**src/rtl/ysyx_22050243_arb_pkg.sv**
```systemverilog
// Shared types for the instruction/data memory arbiter: FSM states and grant-owner encoding.
package ysyx_22050243_arb_pkg;

  typedef enum logic [1:0] {
    IDLE = 2'd0,
    REQ  = 2'd1,
    WAIT = 2'd2
  } arb_state_t;

  typedef enum logic {
    GNT_I = 1'b0,
    GNT_D = 1'b1
  } gnt_t;

endpackage

```
**src/rtl/ysyx_22050243_arb_pick.sv**
```systemverilog
// Winner selection between fetch and data requesters.
// YSYX_22050243_ARB_RR_EN selects round-robin; otherwise data has fixed priority over fetch.
module ysyx_22050243_arb_pick
  import ysyx_22050243_arb_pkg::*;
(
`ifdef YSYX_22050243_ARB_RR_EN
  input  logic clk,
  input  logic rst,
  input  logic i_update,
`endif
  input  logic i_req_i,
  input  logic i_req_d,
  output logic o_valid,
  output gnt_t o_gnt
);

`ifdef YSYX_22050243_ARB_RR_EN
  gnt_t r_last;

  // NOTE: sequential state uses non-blocking assignments so every flop samples pre-edge values.
  always_ff @(posedge clk) begin
    if (rst) r_last <= GNT_I;
    else if (i_update) r_last <= o_gnt;
  end

  // NOTE: o_gnt gets a default first so no path through this block can infer a latch.
  always_comb begin
    o_gnt = GNT_D;
    if (i_req_i && i_req_d) o_gnt = (r_last == GNT_D) ? GNT_I : GNT_D;
    else if (i_req_i)       o_gnt = GNT_I;
  end
`else
  always_comb begin
    o_gnt = i_req_d ? GNT_D : GNT_I;
  end
`endif

  assign o_valid = i_req_i | i_req_d;

endmodule

```
**src/rtl/ysyx_22050243_mem_arbiter.sv**
```systemverilog
// Single-outstanding arbiter sharing one memory port between instruction fetch and data access.
// Define YSYX_22050243_ARB_RR_EN for round-robin arbitration (default: data-over-fetch priority).
module ysyx_22050243_mem_arbiter
  import ysyx_22050243_arb_pkg::*;
#(
  parameter int ADDR_WIDTH  = 64,
  parameter int DDATA_WIDTH = 64,
  parameter int IDATA_WIDTH = 32
) (
  input  logic                   clk,
  input  logic                   rst,
  input  logic                   i_req,
  input  logic [ADDR_WIDTH-1:0]  i_addr,
  output logic                   i_rvalid,
  output logic [IDATA_WIDTH-1:0] i_rdata,
  input  logic                   d_rd,
  input  logic                   d_wr,
  input  logic [ADDR_WIDTH-1:0]  d_addr,
  input  logic [DDATA_WIDTH-1:0] d_wdata,
  input  logic [7:0]             d_wmask,
  output logic                   d_rvalid,
  output logic [DDATA_WIDTH-1:0] d_rdata,
  output logic                   d_wready,
  output logic                   m_req,
  output logic                   m_we,
  output logic [ADDR_WIDTH-1:0]  m_addr,
  output logic [DDATA_WIDTH-1:0] m_wdata,
  output logic [7:0]             m_wmask,
  input  logic                   m_gnt,
  input  logic                   m_rvalid,
  input  logic [DDATA_WIDTH-1:0] m_rdata
);

  arb_state_t             r_state;
  arb_state_t             w_state_nxt;
  gnt_t                   r_owner;
  gnt_t                   w_gnt;
  logic                   w_valid;
  logic                   w_rsp_busy;
  logic                   w_accept;
  logic                   r_m_we;
  logic [ADDR_WIDTH-1:0]  r_m_addr;
  logic [DDATA_WIDTH-1:0] r_m_wdata;
  logic [7:0]             r_m_wmask;
  logic                   r_i_rvalid;
  logic [IDATA_WIDTH-1:0] r_i_rdata;
  logic [IDATA_WIDTH-1:0] w_fetch_word;
  logic                   r_d_rvalid;
  logic [DDATA_WIDTH-1:0] r_d_rdata;
  logic                   r_d_wready;

  ysyx_22050243_arb_pick u_pick (
`ifdef YSYX_22050243_ARB_RR_EN
    .clk      (clk),
    .rst      (rst),
    .i_update (w_accept),
`endif
    .i_req_i  (i_req),
    .i_req_d  (d_rd | d_wr),
    .o_valid  (w_valid),
    .o_gnt    (w_gnt)
  );

  // The IDLE cycle carrying the previous response pulse does not sample, which
  // guarantees a quiet IDLE cycle between transactions.
  assign w_rsp_busy = r_i_rvalid | r_d_rvalid | r_d_wready;
  assign w_accept   = (r_state == IDLE) && w_valid && !w_rsp_busy;

  always_ff @(posedge clk) begin
    if (rst) r_state <= IDLE;
    else     r_state <= w_state_nxt;
  end

  always_comb begin
    w_state_nxt = r_state;
    unique case (r_state)
      IDLE:    if (w_accept) w_state_nxt = REQ;
      REQ:     if (m_gnt)    w_state_nxt = r_m_we ? IDLE : WAIT;
      WAIT:    if (m_rvalid) w_state_nxt = IDLE;
      default: w_state_nxt = IDLE;
    endcase
  end

  always_comb begin
    w_fetch_word = r_m_addr[2] ? m_rdata[2*IDATA_WIDTH-1:IDATA_WIDTH]
                               : m_rdata[IDATA_WIDTH-1:0];
  end

  // NOTE: every output register, read data included, is reset so nothing leaks out after an abort.
  always_ff @(posedge clk) begin
    if (rst) begin
      r_owner    <= GNT_I;
      r_m_we     <= 1'b0;
      r_m_addr   <= '0;
      r_m_wdata  <= '0;
      r_m_wmask  <= '0;
      r_i_rvalid <= 1'b0;
      r_i_rdata  <= '0;
      r_d_rvalid <= 1'b0;
      r_d_rdata  <= '0;
      r_d_wready <= 1'b0;
    end else begin
      r_i_rvalid <= 1'b0;
      r_d_rvalid <= 1'b0;
      r_d_wready <= 1'b0;

      if (w_accept) begin
        r_owner <= w_gnt;
        if (w_gnt == GNT_D) begin
          r_m_we    <= d_wr;
          r_m_addr  <= d_addr;
          r_m_wdata <= d_wr ? d_wdata : '0;
          r_m_wmask <= d_wr ? d_wmask : '0;
        end else begin
          r_m_we    <= 1'b0;
          r_m_addr  <= i_addr;
          r_m_wdata <= '0;
          r_m_wmask <= '0;
        end
      end

      if (r_state == REQ && m_gnt && r_m_we) r_d_wready <= 1'b1;

      if (r_state == WAIT && m_rvalid) begin
        if (r_owner == GNT_I) begin
          r_i_rvalid <= 1'b1;
          r_i_rdata  <= w_fetch_word;
        end else begin
          r_d_rvalid <= 1'b1;
          r_d_rdata  <= m_rdata;
        end
      end
    end
  end

  assign m_req    = (r_state == REQ);
  assign m_we     = r_m_we;
  assign m_addr   = r_m_addr;
  assign m_wdata  = r_m_wdata;
  assign m_wmask  = r_m_wmask;
  assign i_rvalid = r_i_rvalid;
  assign i_rdata  = r_i_rdata;
  assign d_rvalid = r_d_rvalid;
  assign d_rdata  = r_d_rdata;
  assign d_wready = r_d_wready;

endmodule

```
**config.mk**
```make
export PLATFORM = sky130hd
export DESIGN_NAME = ysyx_22050243_mem_arbiter
export DESIGN_NICKNAME = d
export VERILOG_FILES = /design/src/rtl/ysyx_22050243_arb_pkg.sv /design/src/rtl/ysyx_22050243_arb_pick.sv /design/src/rtl/ysyx_22050243_mem_arbiter.sv
export SDC_FILE = /design/constraint.sdc
export NUM_CORES = 1
export LEC_CHECK = 0
export ABC_CLOCK_PERIOD_IN_PS = 2150
export CAP_MARGIN = 20
export CORE_ASPECT_RATIO = 0.5
export CORE_MARGIN = 3
export CORE_UTILIZATION = 38
export DETAILED_ROUTE_END_ITERATION = 8
export GPL_TIMING_DRIVEN = 0
export PLACE_DENSITY = 0.73
export SYNTH_ARGS = -nofsm -noshare
export SYNTH_HDL_FRONTEND = slang
export SYNTH_SLANG_ARGS = --single-unit
export TNS_END_PERCENT = 50
```
**constraint.sdc**
```tcl
create_clock -name clk -period 2.15 [get_ports clk]
set_clock_uncertainty 0.15 [all_clocks]
set_input_delay 0.645 -clock clk [delete_from_list [all_inputs] [get_ports clk]]
set_output_delay 0.645 -clock clk [all_outputs]
set_load 0.01 [all_outputs]
```
== Yosys cells after proc, flatten, opt, wreduce, memory -nomap -nowiden ==
Index checks and enable logic that the tools add are counted.

* Logic and storage cells: 49
* Register bits: 239
* Input port bits: 271
* Output and inout bits: 237

* Eq/ne operators: 5
* Reductions and logical operators: 11
* Mux-type cells: 16
* Bitwise operators: 6

{| class="wikitable"
|+ Operators by type and width
! kind !! number
|-
| 2-to-1 mux 64 bit || 3
|-
| 2-to-1 mux 32 bit || 1
|-
| 2-to-1 mux 8 bit || 2
|-
| 2-to-1 mux 2 bit || 4
|-
| case mux 2 bit (3 select lines) || 1
|-
| logical AND 1 bit || 5
|-
| 2-to-1 mux 1 bit || 5
|-
| inequality test 2 bit (second input constant) || 2
|-
| OR 1 bit || 4
|-
| AND reduction 2 bit || 2
|-
| AND reduction 3 bit || 1
|-
| equality test 2 x 1 -> 1 bit (second input constant) || 1
|-
| equality test 2 bit (second input constant) || 1
|-
| logical NOT 2 bit || 1
|-
| inequality test 2 x 1 -> 1 bit (second input constant) || 1
|-
| NOT 1 bit || 2
|-
| OR reduction 2 bit || 1
|-
| logical NOT 1 bit || 1
|}

== Logic depth before layout (Yosys ltp) ==
* Depth after elaboration: 6
* Depth in mapped cells: 6
* Depth with buffers taken out: 3

== Modules after synthesis ==
A second synthesis with hierarchy kept.

* Cell total of the unflattened synthesis: 1,073
* Area, all modules: 9,653.0 µm²

{| class="wikitable"
|+ Modules (own cells, without submodules)
! module !! cells each !! instances !! area each (µm²) !! sequential area each (µm²)
|-
| ysyx_22050243_mem_arbiter || 1,071 || 1 || 9,639.2 || 4,784.6
|-
| ysyx_22050243_arb_pick || 2 || 1 || 13.8 || 0.0
|}

== Least setup slack after synthesis ==
No wires, ideal clock.

* Kind: register to register
* Start point: register r_state[0]
* End point: register r_m_addr[0], in the netlist m_addr[0]
* Period minus slack after synthesis: 2.093 ns
* Setup slack: 0.057 ns
* Buffers on the path: 2
* Data arrival time: 1.821 ns
* Setup time: 0.121 ns
* Stages on the path, launching flop included: 6
* Required time: 1.879 ns
* Cell sequence: dfxtp_1 > or4_1 > or3_1 > buf_6 > buf_6 > mux2_4

* Word-level cells in the longest chain between the ends: 3

{| class="wikitable"
|+ Ends and longest elaborated chain
! item !! line !! RTL
|-
| start, declared || ysyx_22050243_mem_arbiter.sv:34 || <nowiki>arb_state_t r_state;</nowiki>
|-
| start signal, assigned || ysyx_22050243_mem_arbiter.sv:71 || <nowiki>else r_state <= w_state_nxt;</nowiki>
|-
| logical NOT 2 bit || ysyx_22050243_mem_arbiter.sv:67 || <nowiki>assign w_accept = (r_state == IDLE) && w_valid && !w_rsp_busy;</nowiki>
|-
| logical AND 1 bit (2 in a row) || ysyx_22050243_mem_arbiter.sv:67 ||
|-
| end signal, assigned || ysyx_22050243_mem_arbiter.sv:111 || <nowiki>r_m_addr <= d_addr;</nowiki>
|-
| end signal, assigned || ysyx_22050243_mem_arbiter.sv:116 || <nowiki>r_m_addr <= i_addr;</nowiki>
|-
| end, declared || ysyx_22050243_mem_arbiter.sv:42 || <nowiki>logic [ADDR_WIDTH-1:0] r_m_addr;</nowiki>
|}

No other way between the ends.
A chain may end at the register's enable or synchronous reset.

== Worst setup path after layout ==
* Start point: register r_d_wready, in the netlist d_wready
* End point: register r_m_addr[2], in the netlist m_addr[2]

* Word-level cells in the longest chain between the ends: 3

{| class="wikitable"
|+ Ends and longest elaborated chain
! item !! line !! RTL
|-
| start, declared || ysyx_22050243_mem_arbiter.sv:50 || <nowiki>logic r_d_wready;</nowiki>
|-
| start signal, assigned || ysyx_22050243_mem_arbiter.sv:101 || <nowiki>r_d_wready <= 1'b0;</nowiki>
|-
| start signal, assigned || ysyx_22050243_mem_arbiter.sv:105 || <nowiki>r_d_wready <= 1'b0;</nowiki>
|-
| start signal, assigned || ysyx_22050243_mem_arbiter.sv:122 || <nowiki>if (r_state == REQ && m_gnt && r_m_we) r_d_wready <= 1'b1;</nowiki>
|-
| OR 1 bit || ysyx_22050243_mem_arbiter.sv:66 || <nowiki>assign w_rsp_busy = r_i_rvalid | r_d_rvalid | r_d_wready;</nowiki>
|-
| logical NOT 1 bit || ysyx_22050243_mem_arbiter.sv:67 ||
|-
| logical AND 1 bit || ysyx_22050243_mem_arbiter.sv:67 ||
|}

No other way between the ends.

==> impl_metrics.ini <==
[power]
combPwrFrac_pct = 24.3
peakVddDrop_v = 0.000482
swShare_pct = 27.4
intPower_mw = 8.86
p_switching_mw = 3.35
p_seq_share_pct = 39.7
p_clk_share_pct = 36.0
leakage_nw = 7.55
p_per_area_nw_per_um2 = 689

[clock_tree]
clkTransAtPathRegs_ps = 70
cts_tree = built
clk_path_buf_depth = 3
numCtsBuffers = 23
cts_sinks = 239
htreeDepth = 1
insertion_delay_ps = 520
clock-root-buffer = clkbuf_16
holdBufCountCts = 0

[placement]
dp_hpwl_mm = 36.9
gp_congestion = 0.947
io_buffers = 507
pre_cts_ws_ps = -1590
place_area_um2 = 16700

[synth]
synth_top_area_share_pct = 42.8
synth_edf_count = 0
synthTopCellsByArea = dfxtp_1, mux2_4, a21oi_1
synth_area_per_cell_um2 = 9.08
netlist_area_um2 = 11200
synthDistinctLibCells = 30
syn_inst = 1230
async_reset_ff_share_pct = 0
synth_top_area_cell = dfxtp_1
ys.flop_type = dfxtp_1
seq_area_frac_synth_pct = 42.8
yosys_warnings = 0
ys_seq_elements = 239
synth_nets = 1501

[sta]
slew_headroom_pct = 59.5
final.setup.tns_ps = -961
hold_viol = 0
fmax_ghz = 0.457
setup_ws_ps = -37.5
slew_viol_final = 0
period_minus_slack_ps = 2190
rsz0062_at_grt = true
worst_pin_slew_ps = 607
finalCritPeriodShare_pct = 102
final-setup-viol-count = 48
hold_ws_ps = 302

[setup_path]
critical-path-max-stage-delay_ps = 540
reg2reg_slack_ps = -40
worst_setup_path_end_kind = flop
crit_top_cell = buf_12
slowest_stage = or4_4
required_ps = 2400
crit_arrival_ps = 2440
critPathMaxFanout = 10
crit_type = reg2reg
cp_cell_sequence = or4_4, or3_4, buf_12, buf_12, mux2_4
crit_family = simple AND/OR/NAND/NOR gates
cp-start-kind = flop
worst-path-buf-inv = 2

[global_routing]
gr-total-overflow = 0
antenna_found_initial = 3
grt_first_pass_wirelength_mm = 71.5
grt_start_max_net_pins = 16
grt_pass1_vias = 11800
grt_use_total_pct = 28.6

[drt]
via_per_inst = 5.44
num_vias = 11800
wl_mm = 48.2
drtIter0Drc = 834
wl_per_cell_um = 22.2
drc = 0
drtAntennaViolNets = 0
dr.pass1.iters = 5

[floorplan]
start_util_pct = 39.5
io_pins = 508
die_area_um2 = 31600
core_um2 = 28300
die_h_um = 127
fp.dieW_um = 249
row_count = 43

[final_layout]
final_area_um2 = 17700
final_layout_size_suffix_gt1_share_pct = 20.2
multi_input_area_um2 = 5890
fin_util_pct = 62.6
ff_latch_area_um2 = 4790
nFillCells = 2536
area_growth_pct = 58.5
finalNetCount = 2039
final_cell_mix = clkdlybuf4s50_1, dlygate4sd2_1, dfxtp_1, nand2_1, a21oi_1
mostFrequentLayoutCell = clkdlybuf4s50_1

[status]
failed_checks = negative setup slack
status = finished with violations

[job]
drv_cap = 0

[worst_hold_path]
hp-class = reg2reg
==> cells in the mapped netlist, types with 2 or more instances <==
cell      count
buf_6         7
inv_1         2
a21oi_1     128
nor2b_1      65
nor3_1        2
buf_4         3
buf_1        18
nand3b_1     72
mux2_4       56
or3b_2       64
nor2_1       36
a31o_2       73
dfxtp_1     239
a211oi_1     33
mux2_2        8
o21ai_0      64
clkbuf_1    109
buf_2         5
mux2i_1      33
nor4_1       73
nand2_1     131
==> cell type report <==
class	count	area share, %
Timing Repair Buffer	515	27.8
Sequential cell	239	27.1
Buffer	140	4.62
Multi-Input combinational cell	847	33.3
Clock inverter	10	0.869
Tap cell	382	2.70
Clock buffer	32	3.61
Antenna cell	3	0.0424
Inverter	2	0.0424
==> per-stage QoR <==
step	power, mW	std cells
after floorplan	6.31	1230
after global placement	7.77	2119
after detailed placement	7.81	2119
after CTS	12.1	2165
after global routing	12.7	2170
final	12.2	2170
==> worst register-to-register path, stage by stage (launching register included) <==
cell and delay, ps:
dfxtp_2 320, or4_4 540, or3_4 410, buf_12 190, buf_12 160, mux2_4 300
==> kinds of logic (layout without fill, tap and decap cells) <==
kind of cell    Yosys count  in the layout  synth area share (%)
simple gates            451            451                  23.8
compound gates          299            299                  16.6
flops                   239            239                  42.8
buf+inv                 144            699                  5.46
mux                      97             97                  11.3
other cells               0              3                     0
==> path summary, 6_finish.rpt <==
kind	startpoint	end	cells past startpoint
worst max-delay path	d_wready	m_addr[2]	5
worst min-delay path	d_rdata[17]	d_rdata[17]	2
worst max register to register	d_wready	m_addr[2]	5
worst min register to register	d_rdata[17]	d_rdata[17]	2
==> power by group through the flow <==
stage	logic [mW]	registers [mW]	clock network, mW
2_1_floorplan	1.26	5.05	0
3_3_place_gp	2.83	4.94	0
3_5_place_dp	2.87	4.95	0
4_1_cts	2.84	4.84	4.46
5_1_grt	3.14	4.88	4.64
6_report	2.97	4.85	4.39
==> registers in the layout, indices dropped and copies added, names as in the netlist, 2 cells and up <==
| name | flops |
|---|---|
| m_addr | 64 |
| r_state | 2 |
| m_wdata | 64 |
| i_rdata | 32 |
| m_wmask | 8 |
| d_rdata | 64 |
==> metal layers <==
metal | vias up | share of wire (%) | global-route usage, %
met5 | - | 0 | 0
met4 | 0 | 5.1 | 13.5
met2 | 475 | 49 | 48.6
met1 | 5705 | 41 | 35.9
met3 | 131 | 5.3 | 4.72
li1 | 5503 | - | -
==> timing repair <==
item / 4_1_cts / 5_1_grt
endpoints found under the setup margin: 475 / 227
cloned: 2 / 2
buffers inserted: 3 / 1
pin swaps: 2 / 0
resized for setup: 332 / 80
Power figures use the tool's default switching activity.
